[src/rtl/time_digit_writer.sv]
// ---------------------------------------------------------------------------
// time_digit_writer
//
// Purpose:
//   Consumer side of the clock-time update interface. Each digit flagged in
//   an update mask becomes one glyph-draw request for the LCD draw engine.
//   Requests are issued left-most digit first (H2 .. S1) over a valid/ready
//   handshake. Updates that arrive while a scan is running are merged into a
//   pending mask, so no digit change is lost.
//
// Ports:
//   i_clk             clock
//   i_rst             asynchronous reset, active-high
//   i_time_wr_en      one-cycle update strobe
//   i_time_sel[5:0]   digit-changed mask (bit0=S1 .. bit5=H2)
//   i_time_read_time  packed BCD time word (20 bits)
//   i_force_all       one-cycle request to redraw all six digits
//   i_draw_ready      draw engine accepts the current request
//   o_draw_valid      request valid
//   o_draw_idx[2:0]   digit index, same numbering as the mask
//   o_draw_value[3:0] digit value, zero-extended
//   o_draw_x[X_W-1:0] glyph x-coordinate
//   o_busy            scan active or pending work held
//   o_frame_done      one-cycle pulse after the last request of a chain
// ---------------------------------------------------------------------------
module time_digit_writer #(
    parameter int X_W         = 8,
    parameter int DIGIT_X0    = 8,
    parameter int DIGIT_PITCH = 12,
    parameter int COLON_GAP   = 6
) (
    input  logic           i_clk,
    input  logic           i_rst,
    input  logic           i_time_wr_en,
    input  logic [5:0]     i_time_sel,
    input  logic [19:0]    i_time_read_time,
    input  logic           i_force_all,
    input  logic           i_draw_ready,
    output logic           o_draw_valid,
    output logic [2:0]     o_draw_idx,
    output logic [3:0]     o_draw_value,
    output logic [X_W-1:0] o_draw_x,
    output logic           o_busy,
    output logic           o_frame_done
);

    typedef enum logic {
        IDLE,
        SEND
    } state_t;

    state_t      r_state;
    state_t      w_state_nxt;
    logic [5:0]  r_active;
    logic [5:0]  r_pending;
    logic [19:0] r_snap;
    logic [19:0] r_pend_snap;
    logic        r_frame_done;

    logic [5:0]  w_active_nxt;
    logic [5:0]  w_pending_nxt;
    logic [19:0] w_snap_nxt;
    logic [19:0] w_pend_snap_nxt;
    logic        w_frame_done_nxt;

    logic [5:0]  w_evt_mask;
    logic        w_evt;
    logic [2:0]  w_idx;
    logic [5:0]  w_digit_bit;
    logic [5:0]  w_remaining;
    logic [5:0]  w_merged_pend;
    logic [19:0] w_merged_snap;
    logic        w_hs;
    logic [3:0]  w_value;

    // Screen position of a digit; p counts from the left, and each colon
    // adds an extra gap after the hours pair and after the minutes pair.
    function automatic logic [X_W-1:0] digitX(input logic [2:0] idx);
        int p;
        int s;
        p = 5 - int'(idx);
        s = DIGIT_X0 + p * DIGIT_PITCH;
        if (p >= 2) s = s + COLON_GAP;
        if (p >= 4) s = s + COLON_GAP;
        return X_W'(s);
    endfunction

    // Event mask combines the update strobe and the full-redraw request.
    always_comb begin
        w_evt_mask = (i_time_wr_en ? i_time_sel : 6'h00) |
                     (i_force_all  ? 6'h3F      : 6'h00);
        w_evt      = |w_evt_mask;
    end

    // Highest set bit of the active mask wins, so H2 goes out first.
    always_comb begin
        w_idx = 3'd0;
        for (int i = 0; i < 6; i++) begin
            if (r_active[i]) w_idx = 3'(i);
        end
    end

    // Digit value from the snapshot; short fields are zero-extended and
    // out-of-range BCD is passed through untouched.
    always_comb begin
        w_value = 4'd0;
        case (w_idx)
            3'd0: w_value = r_snap[3:0];
            3'd1: w_value = {1'b0, r_snap[6:4]};
            3'd2: w_value = r_snap[10:7];
            3'd3: w_value = {1'b0, r_snap[13:11]};
            3'd4: w_value = r_snap[17:14];
            3'd5: w_value = {2'b00, r_snap[19:18]};
            default: w_value = 4'd0;
        endcase
    end

    // Handshake bookkeeping; a same-cycle event is folded into pending
    // before deciding whether the chain continues.
    always_comb begin
        w_digit_bit   = 6'b000001 << w_idx;
        w_remaining   = r_active & ~w_digit_bit;
        w_hs          = (r_state == SEND) && i_draw_ready;
        w_merged_pend = r_pending | w_evt_mask;
        w_merged_snap = w_evt ? i_time_read_time : r_pend_snap;
    end

    // Next-state and datapath-next logic.
    always_comb begin
        w_state_nxt      = r_state;
        w_active_nxt     = r_active;
        w_pending_nxt    = r_pending;
        w_snap_nxt       = r_snap;
        w_pend_snap_nxt  = r_pend_snap;
        w_frame_done_nxt = 1'b0;
        case (r_state)
            IDLE: begin
                if (w_evt) begin
                    w_active_nxt = w_evt_mask;
                    w_snap_nxt   = i_time_read_time;
                    w_state_nxt  = SEND;
                end
            end
            SEND: begin
                w_pending_nxt   = w_merged_pend;
                w_pend_snap_nxt = w_merged_snap;
                if (w_hs) begin
                    if (w_remaining != 6'h00) begin
                        w_active_nxt = w_remaining;
                    end else if (w_merged_pend != 6'h00) begin
                        w_active_nxt  = w_merged_pend;
                        w_snap_nxt    = w_merged_snap;
                        w_pending_nxt = 6'h00;
                    end else begin
                        w_active_nxt     = 6'h00;
                        w_state_nxt      = IDLE;
                        w_frame_done_nxt = 1'b1;
                    end
                end
            end
            default: w_state_nxt = IDLE;
        endcase
    end

    // State register; reset aborts any scan in progress.
    always_ff @(posedge i_clk or posedge i_rst) begin
        if (i_rst) begin
            r_state <= IDLE;
        end else begin
            r_state <= w_state_nxt;
        end
    end

    // Masks, snapshots and the frame-done pulse.
    always_ff @(posedge i_clk or posedge i_rst) begin
        if (i_rst) begin
            r_active     <= 6'h00;
            r_pending    <= 6'h00;
            r_snap       <= 20'h00000;
            r_pend_snap  <= 20'h00000;
            r_frame_done <= 1'b0;
        end else begin
            r_active     <= w_active_nxt;
            r_pending    <= w_pending_nxt;
            r_snap       <= w_snap_nxt;
            r_pend_snap  <= w_pend_snap_nxt;
            r_frame_done <= w_frame_done_nxt;
        end
    end

    // Request fields are forced to zero whenever no request is presented.
    always_comb begin
        o_draw_valid = (r_state == SEND);
        o_draw_idx   = o_draw_valid ? w_idx : 3'd0;
        o_draw_value = o_draw_valid ? w_value : 4'd0;
        o_draw_x     = o_draw_valid ? digitX(w_idx) : '0;
        o_busy       = (r_state == SEND) || (r_pending != 6'h00);
        o_frame_done = r_frame_done;
    end

endmodule
[config.mk]
export PLATFORM = sky130hd
export DESIGN_NAME = time_digit_writer
export DESIGN_NICKNAME = d
export VERILOG_FILES = /design/src/rtl/time_digit_writer.sv
export SDC_FILE = /design/constraint.sdc
export NUM_CORES = 1
export LEC_CHECK = 0
export CAP_MARGIN = 25
export CORE_ASPECT_RATIO = 0.8
export CORE_UTILIZATION = 40
export CTS_BUF_LIST = sky130_fd_sc_hd__clkbuf_16
export DETAILED_ROUTE_END_ITERATION = 8
export HOLD_SLACK_MARGIN = 0.08
export SLEW_MARGIN = 20
export SYNTH_ARGS = -nofsm -noshare
export SYNTH_HDL_FRONTEND = slang
export SYNTH_SLANG_ARGS = --single-unit
[constraint.sdc]
create_clock -name i_clk -period 4.8 [get_ports i_clk]
set_input_delay 0.96 -clock i_clk [delete_from_list [all_inputs] [get_ports i_clk]]
set_output_delay 0.96 -clock i_clk [all_outputs]
set_load 0.01 [all_outputs]
* Word level (Yosys, flattened, before mapping) *
Cells that the tools add are included.
Widths: inputs -> output; s select.

operators by class
  multipliers = 1
  divide/modulo/power cells = 0
  reductions and logical operators = 9
  order comparisons = 2
  shift operators = 1
  equal/unequal tests = 9
  bitwise operators = 5
  add/subtract/negate cells = 4
  mux-type cells = 36

operators by type and width
  cell                 count
  $mux 20              5
  $mux 6               9
  $pmux 20 s2          1
  $mux 8               3
  $pmux 4 s6           1
  $reduce_bool 6->1    3
  $add 8x4->8 const B  2
  $mux 3               5
  $or 6x6->6           2
  $pmux 6 s2           1
  $mux 1               9
  $add 5x8->8 const A  1
  $and 6x6->6          1
  $eq 3x2->1 const B   2
  $eq 3x3->1 const B   2
  $mul 4x3->6 const B  1
  $not 6->6            1
  $reduce_or 6->1      1
  $shl 1x3->6 const A  1
  $ge 4x3->1 const B   1
  $ge 4x4->1 const B   1
  $mux 4               1
  $ne 2x1->1 const B   2
  $ne 2x2->1 const B   2
  9 further kinds      9

word-level totals
  latch bits = 0
  bits of input ports = 31
  logic and storage cells = 73
  output and inout port bits = 18
  memories = 0
  memory bits (read-only) = 0
  RAM bits = 0
  register bits after elaboration = 54

* Logic depth before layout (Yosys ltp) *
  depth in word-level cells = 13
  depth in mapped cells = 13
  gate-level depth less buffers = 12

* Least setup slack after synthesis *
OpenSTA, ideal clock, no wires.

  path type = flip-flop to output port
  from = register r_active[5]
  to = output port o_draw_x[7]
  path buffers = 1
  slack = 1.121 ns
  stages on the path, launching flop included = 14
  arrival time = 2.719 ns
  required time = 3.840 ns
  path through = dfrtp_1 -> buf_2 -> clkinv_1 -> nand2_1 -> nor2_1 -> ha_1 -> inv_1 -> ha_1 -> xor2_1 -> nand3_1 -> xor2_1 -> xnor2_2 -> o211ai_1 -> nor3b_2

between the ends
  cells in the longest elaborated chain, start to end = 9
  elaborated cells between the ends (all ways) = 11
  those cells by class = add/sub (4); mul (1); order compare (2); mux (4)

ends and longest elaborated chain
  what                      RTL line  source
  start: declaration        54        logic [5:0] r_active;
  start signal: assignment  183       r_active <= w_active_nxt;
  $mux 3 (*)                99        if (r_active[i]) w_idx = 3'(i);
  $sub 3x3->4 (*)           81        p = 5 - int'(idx);
  $mul 4x3->6               82        s = DIGIT_X0 + p * DIGIT_PITCH;
  $add 5x8->8               82
  $add 8x4->8               83        if (p >= 2) s = s + COLON_GAP;
  $mux 8                    83
  $add 8x4->8               84        if (p >= 4) s = s + COLON_GAP;
  $mux 8 (*)                84
  $mux 8 (*)                196       o_draw_x = o_draw_valid ? digitX(w_idx) : '0;
  end: declaration          42        output logic [X_W-1:0] o_draw_x,

Every way passes the cells marked *; elsewhere a longest branch is shown, timed or not.

* Worst setup path after layout *
Ends and elaborated chain as after synthesis.

==> impl_metrics.yaml <==
place:
  dpl.hpwl_um: 5260
  io_buffer_count: 47
  dp_cells: 454
  place_congestion: 0.827
synth:
  netlist_area_sq_um: 3110
  synth_edf_count: 0
  synth_most_common_cell: "dfrtp_1"
  asyncSetResetFlopFracSynth_pct: 100
  ys_seq_area_share_pct: 43.4
  yosysTopAreaCell: "dfrtp_1"
  synth_top_cell_area_share_pct: 43.4
  ys_types: 54
  ys.flop_type: "dfrtp_1"
  synth.area.top_cells: "dfrtp_1, mux2_2, o221a_2"
  yosys_register_bits: 54
  yosys_warnings: 0
  ys_top_cells_by_count: "dfrtp_1, nor2_1, a21oi_1"
  synth_nets: 349
  avgSynthCellArea_sq_um: 9.97
  netlist_instances: 312
timing:
  rsz0062_at_grt: "no"
  relSlewSlack_pct: 47.8
  slew_viol_final: 0
  clock_skew_ns: 0.00746
  setup_viol: 0
  tns_ns: 0
  max_freq_mhz: 219
  final_hold_viol_count: 0
  fin_crit_sh_pct: 95.3
  min_period_ns: 4.58
  max_slew.worst_pin.slew_ns: 0.782
global_route:
  grt_pass1_wl_um: 12500
  gr-total-overflow: 0
  grt_pass1_vias: 2469
  antenna_found_initial: 0
  gr-usage-all-layers_pct: 20.0
  grt_max_degree: 37
clock_tree:
  htreeDepth: 2
  path_clk_slew_ns: 0.07
  hold_buffers: 0
  clockBufferDepth: 2
  cts_tree: "yes"
  insertion_delay_ns: 0.29
  cts_buffers: 5
  cts_sinks: 54
  clockRootBuffer: "clkbuf_16"
setup_path:
  criticalPathCategory: "flop to output port"
  path_cells: "or4b_4, clkinv_2, ha_1, ha_2, xor2_4, nand3_1, xor2_1, xnor2_2, o211ai_1, nor3b_2, clkdlybuf4s50_1"
  crit_start: "r_active[5]"
  cpLargestDelayFamily: "simple AND/OR/NAND/NOR gates"
  worst-path-buf-inv: 2
  critPathRequiredTime_ns: 3.84
  cp_data_arrival_time_ns: 3.62
  crit_fanout: 8
  slowest_delay_ns: 0.60
  r2r_start: "o_draw_valid"
  slowest_stage: "or4b_4"
  cp-end-kind: "output port"
  crit_path_start_kind: "flop"
power:
  power.leakage_uw: 0.00153
  power_density_nw_per_um2: 726
  peakVddDrop_mv: 0.426
  p_total_uw: 2810
route:
  wl_met3_um: 349
  wire_per_inst_um: 16.4
  drtAntennaViolNets: 0
  vias_per_cell: 5.55
  drtIter0Drc: 160
  drc_errors: 0
  wl_um: 7570
  first_pass_iters: 4
  routed.top_layer: "met4"
  met2_length_um: 3360
  drt-met1-wl_um: 3770
  vias: 2570
final_layout:
  instances_no_fill: 463
  n_fill_cell: 707
  synthToLayoutAreaGrowth_pct: 24.4
  antenna_cells: 0
  drive_gt1_share_pct: 18.7
  multi_input_area_sq_um: 1630
  seq_area_sq_um: 1350
  nets: 394
  final_core_util_pct: 51.9
min_path:
  hp-class: "flop to flop"
  holdCritStartpoint: "r_pend_snap[6]"
job:
  cap_violations: 0
floorplanning:
  die_height_um: 80.9
  die_x_um: 101
  ioPinCount: 49
  fp.coreArea_sq_um: 7460
  start_util_pct: 41.7
  die_area_sq_um: 8140
  rows: 28
status:
  status: "finished clean"
==> final timing paths <==
kind	end	slack, ns	depth (start not counted)
max	o_draw_x[7]	0.22	11
min	r_pend_snap[6]	0.51	1
max reg2reg	r_snap[10]	2.38	7
min reg2reg	r_pend_snap[6]	0.51	1
max in group asynchronous	r_pend_snap[11]	2.91	3
min in group asynchronous	r_pending[4]	1.14	2
==> flip-flops by register name (all words and copies together), names as in the netlist <==
name / cells
r_pend_snap: 20
r_snap: 20
r_active: 6
r_pending: 6
o_draw_valid: 1
o_frame_done: 1
==> metrics by stage <==
stage               hold WS (ns)  cell area [sq um]  worst slack, ns
floorplan                  0.480               3110             1.12
global placement           0.490               3700            0.438
detailed placement         0.495               3700            0.255
CTS                        0.511               3850           0.0251
global route               0.516               3870           0.0353
finish                     0.512               3870            0.224
==> logic make-up (layout without fill, tap and decap cells) <==
family | count (synthesis) | count (layout) | share of synthesized area, %
compound gates | 82 | 82 | 20.6
xor+xnor | 9 | 9 | 2.77
fa+ha+maj | 6 | 6 | 2.41
buf+inv | 34 | 80 | 4.78
flops | 54 | 54 | 43.4
mux | 29 | 29 | 10.2
other cells | 1 | 1 | 0.121
simple gates | 97 | 97 | 15.7
==> worst reg2reg max path: cells and delay by family, from the launching register on <==
family / cells / cell delay (ns)
AOI/OAI and AO/OA: 2 / 0.42
buffers and inverters: 2 / 0.54
and+or+nand+nor: 3 / 0.67
DFF: 1 / 0.68
==> cells in the final DEF (no fill, tap or decap), types with 2 or more instances in the layout <==
cell	n
inv_2	2
mux2_2	21
a21o_1	6
nand2b_1	2
xnor2_1	5
a21oi_1	23
nand3_1	9
nor3_1	6
o21ai_1	2
buf_4	13
mux2i_1	8
o211ai_1	5
xor2_1	2
clkdlybuf4s50_1	47
nor2_1	35
o221a_1	6
or3_1	20
dfrtp_1	53
ha_1	5
o221a_2	14
nand2_1	14
clkbuf_16	5
and2_1	2
inv_1	10
o21ai_0	9
a211oi_1	2
==> where the power goes <==
group	internal (uW)	total [uW]	switching, uW
Clock	192	357	165
Combinational	910	1760	851
Sequential	595	694	99.6
==> per-layer routing <==
| metal | up-vias | global-route usage (%) |
|---|---|---|
| li1 | 1231 | - |
| met1 | 1268 | 28.9 |
| met2 | 65 | 31.0 |
| met3 | 6 | 3.10 |
| met4 | 0 | 6.23 |
| met5 | - | 0 |
==> cell type report <==
cell class                 instances  share of cell area [%]
clock inverter                     3                   0.420
sequential                        54                    34.9
clock buffer                       5                    3.23
multi-input combinational        224                    42.2
timing repair buffer              60                    14.7
inverter                          12                    1.20
tap                              105                    3.39
==> what timing repair did <==
| action | in CTS | in global routing |
|---|---|---|
| pin swaps | 0 | 0 |
| setup endpoints to repair | 2 | 2 |
| resized for setup | 1 | 4 |
| buffers inserted | 0 | 1 |
Power figures use the tool's default switching activity.
